[src/rtl/la_acq_if.sv]
// rtl/la_acq_if.sv - sample stream interface for the logic-analyzer acquisition block
//
// Purpose: one handshaked sample stream (input from the pin synchronizer or
// output to the buffer writer).
// Signals:
//   tdata  DW  sample, one bit per digital pin
//   tvalid 1   sample valid
//   tready 1   sink ready
//   tlast  1   final sample of an acquisition
// Modports: master drives tdata/tvalid/tlast, slave drives tready.

interface la_acq_if #(
  parameter int DW = 16
);
  logic [DW-1:0] tdata;
  logic          tvalid;
  logic          tready;
  logic          tlast;

  modport master (output tdata, output tvalid, output tlast, input tready);
  modport slave  (input tdata, input tvalid, input tlast, output tready);
endinterface

[src/rtl/la_acq.sv]
// rtl/la_acq.sv - logic-analyzer acquisition: pre/arm/post sequencing with pattern and edge trigger
//
// Purpose: samples a DW-bit digital input stream, forwards a pre-trigger
// window, waits for a masked level / edge trigger (or a software trigger),
// then forwards cfg_pst more samples and closes the acquisition with tlast.
// Optional build macro: LA_DECIMATION_EN adds cfg_dec; only every
// (cfg_dec+1)-th accepted input sample is then used.
// Ports:
//   clk, rst                 clock, synchronous active-high reset
//   ctl_arm/ctl_stp/ctl_swt  start, abort, software-trigger pulses
//   cfg_msk/cfg_val          level compare mask and value
//   cfg_edp/cfg_edn          rising / falling edge select per pin
//   cfg_pre/cfg_pst          pre-trigger minimum, post-trigger sample count
//   cfg_dec                  decimation ratio minus one (LA_DECIMATION_EN only)
//   sti                      input sample stream (slave)
//   sto                      output sample stream to the buffer writer (master)
//   sts_run/sts_trg          running flag, trigger-seen flag
//   sts_pre/sts_pst          forwarded sample counts before / from the trigger
//   trg_out, irq             trigger pulse, completion pulse

module la_acq #(
  parameter int DW = 16,
  parameter int CW = 32
) (
  input  logic          clk,
  input  logic          rst,
  input  logic          ctl_arm,
  input  logic          ctl_stp,
  input  logic          ctl_swt,
  input  logic [DW-1:0] cfg_msk,
  input  logic [DW-1:0] cfg_val,
  input  logic [DW-1:0] cfg_edp,
  input  logic [DW-1:0] cfg_edn,
  input  logic [CW-1:0] cfg_pre,
  input  logic [CW-1:0] cfg_pst,
`ifdef LA_DECIMATION_EN
  input  logic [CW-1:0] cfg_dec,
`endif
  la_acq_if.slave       sti,
  la_acq_if.master      sto,
  output logic          sts_run,
  output logic          sts_trg,
  output logic [CW-1:0] sts_pre,
  output logic [CW-1:0] sts_pst,
  output logic          trg_out,
  output logic          irq
);

  typedef enum logic [1:0] {
    ST_IDLE = 2'd0,
    ST_PRE  = 2'd1,
    ST_ARM  = 2'd2,
    ST_POST = 2'd3
  } state_t;

  state_t        state;
  state_t        state_nxt;

  logic [DW-1:0] prev;
  logic          swt_pend;

  // Output register slice
  logic [DW-1:0] out_data;
  logic          out_valid;
  logic          out_last;

  logic          running;
  logic          accept;
  logic          use_smp;
  logic          stop;
  logic          arm_go;

  logic          lvl;
  logic          edg;
  logic          no_edge;
  logic          hit;

  logic          fwd;
  logic          fwd_last;
  logic          trig;
  logic          pre_inc;
  logic          pst_inc;

  assign running = (state != ST_IDLE);

  // Idle discards samples, so it always accepts. While running, a new
  // sample is taken only if the slice is empty or draining this cycle.
  assign sti.tready = running ? (~out_valid | sto.tready) : 1'b1;
  assign accept     = sti.tvalid & sti.tready;

`ifdef LA_DECIMATION_EN
  logic [CW-1:0] dec_cnt;

  assign use_smp = accept & (dec_cnt == '0);

  always_ff @(posedge clk) begin
    if (rst) begin
      dec_cnt <= '0;
    end else if (arm_go) begin
      dec_cnt <= '0;
    end else if (accept) begin
      dec_cnt <= (dec_cnt >= cfg_dec) ? '0 : dec_cnt + CW'(1);
    end
  end
`else
  assign use_smp = accept;
`endif

  assign stop   = ctl_stp & running;
  // Stop wins over a simultaneous arm.
  assign arm_go = (state == ST_IDLE) & ctl_arm & ~ctl_stp;

  // Trigger evaluation on the current input sample against the last used one.
  assign lvl     = (((sti.tdata ^ cfg_val) & cfg_msk) == '0);
  assign edg     = |((~prev & sti.tdata & cfg_edp) | (prev & ~sti.tdata & cfg_edn));
  assign no_edge = ((cfg_edp | cfg_edn) == '0);
  assign hit     = lvl & (edg | no_edge);

  always_comb begin
    state_nxt = state;
    fwd       = 1'b0;
    fwd_last  = 1'b0;
    trig      = 1'b0;
    pre_inc   = 1'b0;
    pst_inc   = 1'b0;

    case (state)
      ST_IDLE: begin
        if (arm_go) begin
          state_nxt = (cfg_pre == '0) ? ST_ARM : ST_PRE;
        end
      end

      ST_PRE: begin
        if (stop) begin
          state_nxt = ST_IDLE;
        end else if (use_smp) begin
          fwd     = 1'b1;
          pre_inc = 1'b1;
          // sts_pre cannot saturate before reaching cfg_pre-1, so it
          // doubles as the pre-window counter. Triggers are not looked at.
          if (sts_pre == (cfg_pre - CW'(1))) begin
            state_nxt = ST_ARM;
          end
        end
      end

      ST_ARM: begin
        if (stop) begin
          state_nxt = ST_IDLE;
        end else if (use_smp) begin
          fwd = 1'b1;
          if (hit | swt_pend | ctl_swt) begin
            trig    = 1'b1;
            pst_inc = 1'b1;
            if (cfg_pst == '0) begin
              fwd_last  = 1'b1;
              state_nxt = ST_IDLE;
            end else begin
              state_nxt = ST_POST;
            end
          end else begin
            pre_inc = 1'b1;
          end
        end
      end

      ST_POST: begin
        if (stop) begin
          state_nxt = ST_IDLE;
        end else if (use_smp) begin
          fwd     = 1'b1;
          pst_inc = 1'b1;
          // sts_pst already includes the trigger sample, so reaching
          // cfg_pst here means this beat is sample cfg_pst+1.
          if (sts_pst == cfg_pst) begin
            fwd_last  = 1'b1;
            state_nxt = ST_IDLE;
          end
        end
      end

      default: state_nxt = ST_IDLE;
    endcase
  end

  always_ff @(posedge clk) begin
    if (rst) begin
      state <= ST_IDLE;
    end else begin
      state <= state_nxt;
    end
  end

  always_ff @(posedge clk) begin
    if (rst) begin
      prev     <= '0;
      swt_pend <= 1'b0;
      sts_trg  <= 1'b0;
      sts_pre  <= '0;
      sts_pst  <= '0;
      trg_out  <= 1'b0;
      irq      <= 1'b0;
    end else begin
      if (use_smp) begin
        prev <= sti.tdata;
      end

      // A software trigger waits for the next used sample; it only lives in ARM.
      swt_pend <= (state == ST_ARM) & ~stop & ~trig & (swt_pend | ctl_swt);

      if (arm_go) begin
        sts_trg <= 1'b0;
        sts_pre <= '0;
        sts_pst <= '0;
      end else begin
        if (pre_inc && (sts_pre != '1)) begin
          sts_pre <= sts_pre + CW'(1);
        end
        if (pst_inc) begin
          sts_pst <= sts_pst + CW'(1);
        end
        if (trig) begin
          sts_trg <= 1'b1;
        end
      end

      trg_out <= trig;
      irq     <= out_valid & sto.tready & out_last;
    end
  end

  // Register slice. A beat left in the slice after a stop still drains.
  always_ff @(posedge clk) begin
    if (rst) begin
      out_valid <= 1'b0;
      out_data  <= '0;
      out_last  <= 1'b0;
    end else if (fwd) begin
      out_valid <= 1'b1;
      out_data  <= sti.tdata;
      out_last  <= fwd_last;
    end else if (sto.tready) begin
      out_valid <= 1'b0;
    end
  end

  assign sto.tvalid = out_valid;
  assign sto.tdata  = out_data;
  assign sto.tlast  = out_last;
  assign sts_run    = running;

endmodule

[src/flat_wrapper.sv]
// flat-port wrapper written by rule: the top's interface ports become plain ports
module la_acq_flat 
#(
  parameter int DW = 16,
  parameter int CW = 32
)
  (clk, rst, ctl_arm, ctl_stp, ctl_swt, cfg_msk, cfg_val, cfg_edp, cfg_edn, cfg_pre, cfg_pst, sts_run, sts_trg, sts_pre, sts_pst, trg_out, irq, sti_tdata, sti_tvalid, sti_tlast, sti_tready, sto_tdata, sto_tvalid, sto_tlast, sto_tready);
  la_acq_if #(.DW(DW)) sti_i ();
  la_acq_if #(.DW(DW)) sto_i ();
  input  logic clk;
  input  logic rst;
  input  logic ctl_arm;
  input  logic ctl_stp;
  input  logic ctl_swt;
  input  logic [DW-1:0] cfg_msk;
  input  logic [DW-1:0] cfg_val;
  input  logic [DW-1:0] cfg_edp;
  input  logic [DW-1:0] cfg_edn;
  input  logic [CW-1:0] cfg_pre;
  input  logic [CW-1:0] cfg_pst;
  output logic sts_run;
  output logic sts_trg;
  output logic [CW-1:0] sts_pre;
  output logic [CW-1:0] sts_pst;
  output logic trg_out;
  output logic irq;
  input wire logic [$bits(sti_i.tdata)-1:0] sti_tdata;
  input wire logic [$bits(sti_i.tvalid)-1:0] sti_tvalid;
  input wire logic [$bits(sti_i.tlast)-1:0] sti_tlast;
  output wire logic [$bits(sti_i.tready)-1:0] sti_tready;
  output wire logic [$bits(sto_i.tdata)-1:0] sto_tdata;
  output wire logic [$bits(sto_i.tvalid)-1:0] sto_tvalid;
  output wire logic [$bits(sto_i.tlast)-1:0] sto_tlast;
  input wire logic [$bits(sto_i.tready)-1:0] sto_tready;
  assign sti_i.tdata = sti_tdata;
  assign sti_i.tvalid = sti_tvalid;
  assign sti_i.tlast = sti_tlast;
  assign sti_tready = sti_i.tready;
  assign sto_tdata = sto_i.tdata;
  assign sto_tvalid = sto_i.tvalid;
  assign sto_tlast = sto_i.tlast;
  assign sto_i.tready = sto_tready;
  la_acq #(.DW(DW), .CW(CW)) u_core (.clk(clk), .rst(rst), .ctl_arm(ctl_arm), .ctl_stp(ctl_stp), .ctl_swt(ctl_swt), .cfg_msk(cfg_msk), .cfg_val(cfg_val), .cfg_edp(cfg_edp), .cfg_edn(cfg_edn), .cfg_pre(cfg_pre), .cfg_pst(cfg_pst), .sti(sti_i), .sto(sto_i), .sts_run(sts_run), .sts_trg(sts_trg), .sts_pre(sts_pre), .sts_pst(sts_pst), .trg_out(trg_out), .irq(irq));
endmodule
[config.mk]
export PLATFORM = sky130hd
export DESIGN_NAME = la_acq_flat
export DESIGN_NICKNAME = d
export VERILOG_FILES = /design/src/rtl/la_acq_if.sv /design/src/rtl/la_acq.sv /design/src/flat_wrapper.sv
export SDC_FILE = /design/constraint.sdc
export NUM_CORES = 1
export LEC_CHECK = 0
export ABC_AREA = 1
export ABC_CLOCK_PERIOD_IN_PS = 2800
export BUFFER_PORTS_ARGS = -buffer_cell sky130_fd_sc_hd__buf_2
export CAP_MARGIN = 20
export CELL_PAD_IN_SITES_DETAIL_PLACEMENT = 0
export CELL_PAD_IN_SITES_GLOBAL_PLACEMENT = 1
export CORE_AREA = 2 2 190 117
export DETAILED_ROUTE_END_ITERATION = 8
export DIE_AREA = 0 0 192 119
export GPL_TIMING_DRIVEN = 1
export PLACE_DENSITY_LB_ADDON = 0.1
export SETUP_SLACK_MARGIN = 0.2
export SLEW_MARGIN = 0
export SYNTH_ARGS = -nofsm -noshare
export SYNTH_HDL_FRONTEND = slang
export SYNTH_SLANG_ARGS = --single-unit
[constraint.sdc]
create_clock -name clk -period 2.8 [get_ports clk]
set_input_delay 0.28 -clock clk [delete_from_list [all_inputs] [get_ports clk]]
set_output_delay 0.28 -clock clk [all_outputs]
set_load 0.01 [all_outputs]
==> implementation parameters <==
Parameter                              Value

Worst hold path
  Worst hold path class ... in -> reg
  Hold path start ... sto_tready
  Terminating pin of the worst hold path ... u_core.irq
  Cells on Worst Hold Path ... 3

Routing
  Total number of vias ... slightly above 9k
  Post-Route WL ... 28,690 µm
  Post-detailed-route via-to-cell ratio ... ~5
  DR WL/cell ... 15.84 µm
  Number of DRC markers after the initial detailed-route iteration ... roughly 620
  1st-pass router iterations ... 5
  Number of DRC violations after detailed routing ... 0
  Remaining number of nets flagged by the antenna check after routing ... 0

Worst setup path
  Launching instance or port of the critical path ... u_core.state[0]
  Worst reg2reg path depth ... 12
  Worst Setup Start Kind ... register
  Endpoint kind of the worst setup timing path ... register
  Buffers plus inverters on the worst setup path ... 4
  Cell mode on critical path ... sky130_fd_sc_hd__nor2_1
  Maximum single-stage delay on the critical path ... around 0.36 ns
  Critical Path Fanout Max ... 24
  Critical register-to-register path startpoint ... u_core.state[0]
  Data arrival time at the worst-slack endpoint ... ~2.6 ns
  Worst reg2reg path endpoint ... u_core.sts_pst[27]
  Setup slack, reg-to-reg ... roughly 0.45 ns
  Worst path required time ... between 2 and 3 ns
  Gate family responsible for the most delay along the worst path ... simple AND/OR/NAND/NOR gates
  Classification of the worst setup path ... reg -> reg
  Cell at the slowest stage of the critical path ... sky130_fd_sc_hd__dfxtp_1
  Critical path cell sequence ... inv_1, ha_1, nor2_1, buf_4, nor2_1, inv_1, nor2_1, nand2_2, nand2_2, clkinv_2, nand2_1, a21oi_1

Clock network
  Clock network latency to the later pin of the worst-skew pair ... between 0.3 and 0.4 ns
  Clk buf depth ... 2
  Clock root cell ... sky130_fd_sc_hd__clkbuf_16
  Clock edge transition at the registers on the reported setup and hold paths ... 0.08 ns
  # clock sinks ... approximately 100
  Cts hold-fix bufs ... 0
  Post-CTS Resized ... 0
  Maximum level of the CTS H-tree ... 3
  Number of buffers inserted during clock tree synthesis ... 9
  Buffers inserted during post-CTS setup optimization ... 0
  TritonCTS clock tree ... done

STA
  Fin. max-slew vios ... 0
  Post-route minimum period ... 2.353 ns
  RSZ-0062 raised after global routing ... no
  Final hold violations ... 0
  Ratio of final minimum period to clock period ... 0.8404
  Hold Slack ... 0.1819 ns
  Total of endpoints with negative setup slack in the final report ... 0
  Transition time at the pin with the least slew margin ... between 1 and 1.5 ns
  Highest clock rate ... 425.0 MHz
  Worst slew slack as a fraction of its limit ... 0.3299
  Largest clock skew in the final design ... about 0.014 ns
  Setup TNS Final ... 0 ns

Yosys
  Mapped Area ... between 0.008 and 0.009 mm²
  Number of enable flip-flop cells after synthesis ... 0
  Share of async-settable or async-resettable flops after synthesis ... 0
  Net count of the mapped netlist ... 1,458
  Count of state elements after synthesis ... 104
  List of most frequent post-synthesis cells ... sky130_fd_sc_hd__nand2_1, sky130_fd_sc_hd__nor2_1, sky130_fd_sc_hd__a21oi_1
  Total of warnings raised by yosys ... 0
  Share of Yosys cell area claimed by the top area cell type ... 0.2559
  Post-synthesis cell type count ... 46
  Post-Synthesis Mean Instance Area ... about 6.3 µm²
  Sequential area share after synthesis ... 0.2559
  Gate Count Post-Synth ... roughly 1.3k
  Most frequently used cell type in the post-synthesis netlist ... sky130_fd_sc_hd__nand2_1
  Cell type contributing the most total cell area after synthesis ... sky130_fd_sc_hd__dfxtp_1
  Biggest area contributors in the synthesized netlist ... sky130_fd_sc_hd__dfxtp_1, sky130_fd_sc_hd__nand2_1, sky130_fd_sc_hd__nor2_1
  Ys flop type ... sky130_fd_sc_hd__dfxtp_1

Placement
  Total placed cells including tap cells ... 1,795
  # port buffers ... around 240
  Post-DP HPWL ... 23,070 µm
  Placer congestion estimate ... slightly above 0.9

Final layout
  Layout-stage area growth over the synthesis result ... 21.81%
  Final standard cell utilization of the core ... 0.4622
  Post-route insts no fill ... 1,811
  Fraction of final layout cells with drive strength greater than 1 ... 0.2170
  Layout Nets ... roughly 1.7k
  Number of diodes added for antenna fixing ... 0

Die
  Die span in x ... ~190 µm
  Area of the die ... approximately 0.023 mm²
  I/O pin cnt ... roughly 240
  Area of the core ... 0.02144 mm²
  Count of standard-cell rows ... between 40 and 50
  Starting density of the core ... 0.3794
  Vertical die dimension ... roughly 120 µm

Pwr
  VDD IR-drop max ... roughly 320 µV
  Power per standard cell area ... 424.2 mW/mm²
  Static Leakage ... approximately 4.5 nW

GRT
  Wire length of the first global-routing pass ... 45,630 µm
  GR Util All Layers ... 0.2508
  Number of global-route vias before repair ... around 8.5k
  Maximum number of pins on one net before global-route repair ... 54
  Initial antenna violation count ... 0
  Leftover overflow at the end of global routing ... 0

Flow run
  Number of max-cap violations ... 0

Run status
  Run status ... complete, no violations
[where the power goes]
part / internal, mW / total, mW / switching [mW] / leakage (nW)
Sequential: 1.54 / 1.59 / 0.0484 / 0.843
Combinational: 0.417 / 1.27 / 0.851 / 3.52
Clock: 0.709 / 1.34 / 0.635 / 0.142
Total: 2.67 / 4.20 / 1.53 / 4.51
[stage by stage]
step	setup WS, ns	instance area, µm²	total power [mW]
2_1_floorplan	0.8157	8135	2.425
3_3_place_gp	0.3463	9590	2.866
3_5_place_dp	0.3191	9590	2.871
4_1_cts	0.2921	9893	4.214
5_1_grt	0.2015	9910	4.433
6_report	0.4470	9910	4.203
[per-layer routing]
| metal | GRT usage | part of all wire | vias up |
|---|---|---|---|
| met2 | 0.3644 | 0.41 | 245 |
| li1 | - | - | 4695 |
| met5 | 0 | 0 | - |
| met3 | 0.05393 | 0.068 | 8 |
| met4 | 0.01861 | 0.0030 | 0 |
| met1 | 0.3888 | 0.52 | 4180 |
[worst max path at each step]
stage                               end  slack (ns)  depth (start not counted)
floorplan           u_core.sto.tdata[4]        0.82                         11
global placement     u_core.sts_pre[12]        0.35                          9
detailed placement   u_core.sts_pre[20]        0.32                          9
CTS                   u_core.sts_pre[2]        0.29                          9
global route         u_core.sts_pst[28]        0.20                         12
finish               u_core.sts_pst[27]        0.45                         12
[cell type report]
type	instances	area [µm²]
tap	286	357.8
inverter	115	432.9
multi-input combinational	1035	5405
clock inverter	6	73.82
fill	2408	11530
clock buffer	10	229.0
timing repair buffer	255	1329
sequential	104	2082
[tightest hold or removal path, cell delays in order]
cell                      delay, ns
sky130_fd_sc_hd__buf_2         0.11
sky130_fd_sc_hd__nand3_1       0.07
sky130_fd_sc_hd__nor2_1        0.04
[layout by cell type (no fill, tap or decap), types with 2 or more instances in the layout]
| cell type | count |
|---|---|
| sky130_fd_sc_hd__ha_1 | 7 |
| sky130_fd_sc_hd__nand2_1 | 329 |
| sky130_fd_sc_hd__inv_2 | 13 |
| sky130_fd_sc_hd__nand2_4 | 3 |
| sky130_fd_sc_hd__nand3b_1 | 8 |
| sky130_fd_sc_hd__buf_6 | 2 |
| sky130_fd_sc_hd__xnor2_1 | 42 |
| sky130_fd_sc_hd__nand2_2 | 11 |
| sky130_fd_sc_hd__inv_6 | 2 |
| sky130_fd_sc_hd__a31oi_1 | 3 |
| sky130_fd_sc_hd__nor2_2 | 11 |
| sky130_fd_sc_hd__nor4_1 | 24 |
| sky130_fd_sc_hd__nand3_4 | 2 |
| sky130_fd_sc_hd__buf_2 | 237 |
| sky130_fd_sc_hd__or2_1 | 5 |
| sky130_fd_sc_hd__buf_4 | 16 |
| sky130_fd_sc_hd__nor2_4 | 4 |
| sky130_fd_sc_hd__nor2_1 | 187 |
| sky130_fd_sc_hd__nor2_8 | 2 |
| sky130_fd_sc_hd__dfxtp_1 | 104 |
| sky130_fd_sc_hd__nor3b_1 | 2 |
| sky130_fd_sc_hd__nor4_2 | 2 |
| sky130_fd_sc_hd__o21ai_1 | 9 |
| sky130_fd_sc_hd__xor2_1 | 72 |
| sky130_fd_sc_hd__nor3_1 | 28 |
| sky130_fd_sc_hd__o21bai_1 | 3 |
| sky130_fd_sc_hd__inv_1 | 100 |
| sky130_fd_sc_hd__nand4_1 | 63 |
| sky130_fd_sc_hd__clkinvlp_4 | 2 |
| sky130_fd_sc_hd__or2_2 | 5 |
| sky130_fd_sc_hd__nor3_2 | 2 |
| sky130_fd_sc_hd__clkbuf_16 | 9 |
| sky130_fd_sc_hd__a21oi_1 | 117 |
| sky130_fd_sc_hd__and2_1 | 2 |
| sky130_fd_sc_hd__o21ai_0 | 29 |
| sky130_fd_sc_hd__nand3_1 | 53 |
[registers in the layout (all words and copies together), names as in the netlist]
register,flops
u_core.sto.tlast,1
u_core.state,2
u_core.sts_pre,32
u_core.prev,16
u_core.sts_pst,32
u_core.sts_trg,1
u_core.swt_pend,1
u_core.irq,1
u_core.sto.tvalid,1
u_core.trg_out,1
u_core.sto.tdata,16
[cell families (layout without fill, tap and decap cells)]
group | Yosys count | after routing | share of synthesized area
buffers and inverters | 160 | 386 | 0.08136
and+or+nand+nor | 750 | 750 | 0.4240
AOI/OAI and AO/OA | 163 | 163 | 0.1024
xor gates and xnor gates | 115 | 115 | 0.1255
adders and majority gates | 7 | 7 | 0.01077
DFF | 104 | 104 | 0.2559
Note: power is estimated with default switching activity, not from simulation.
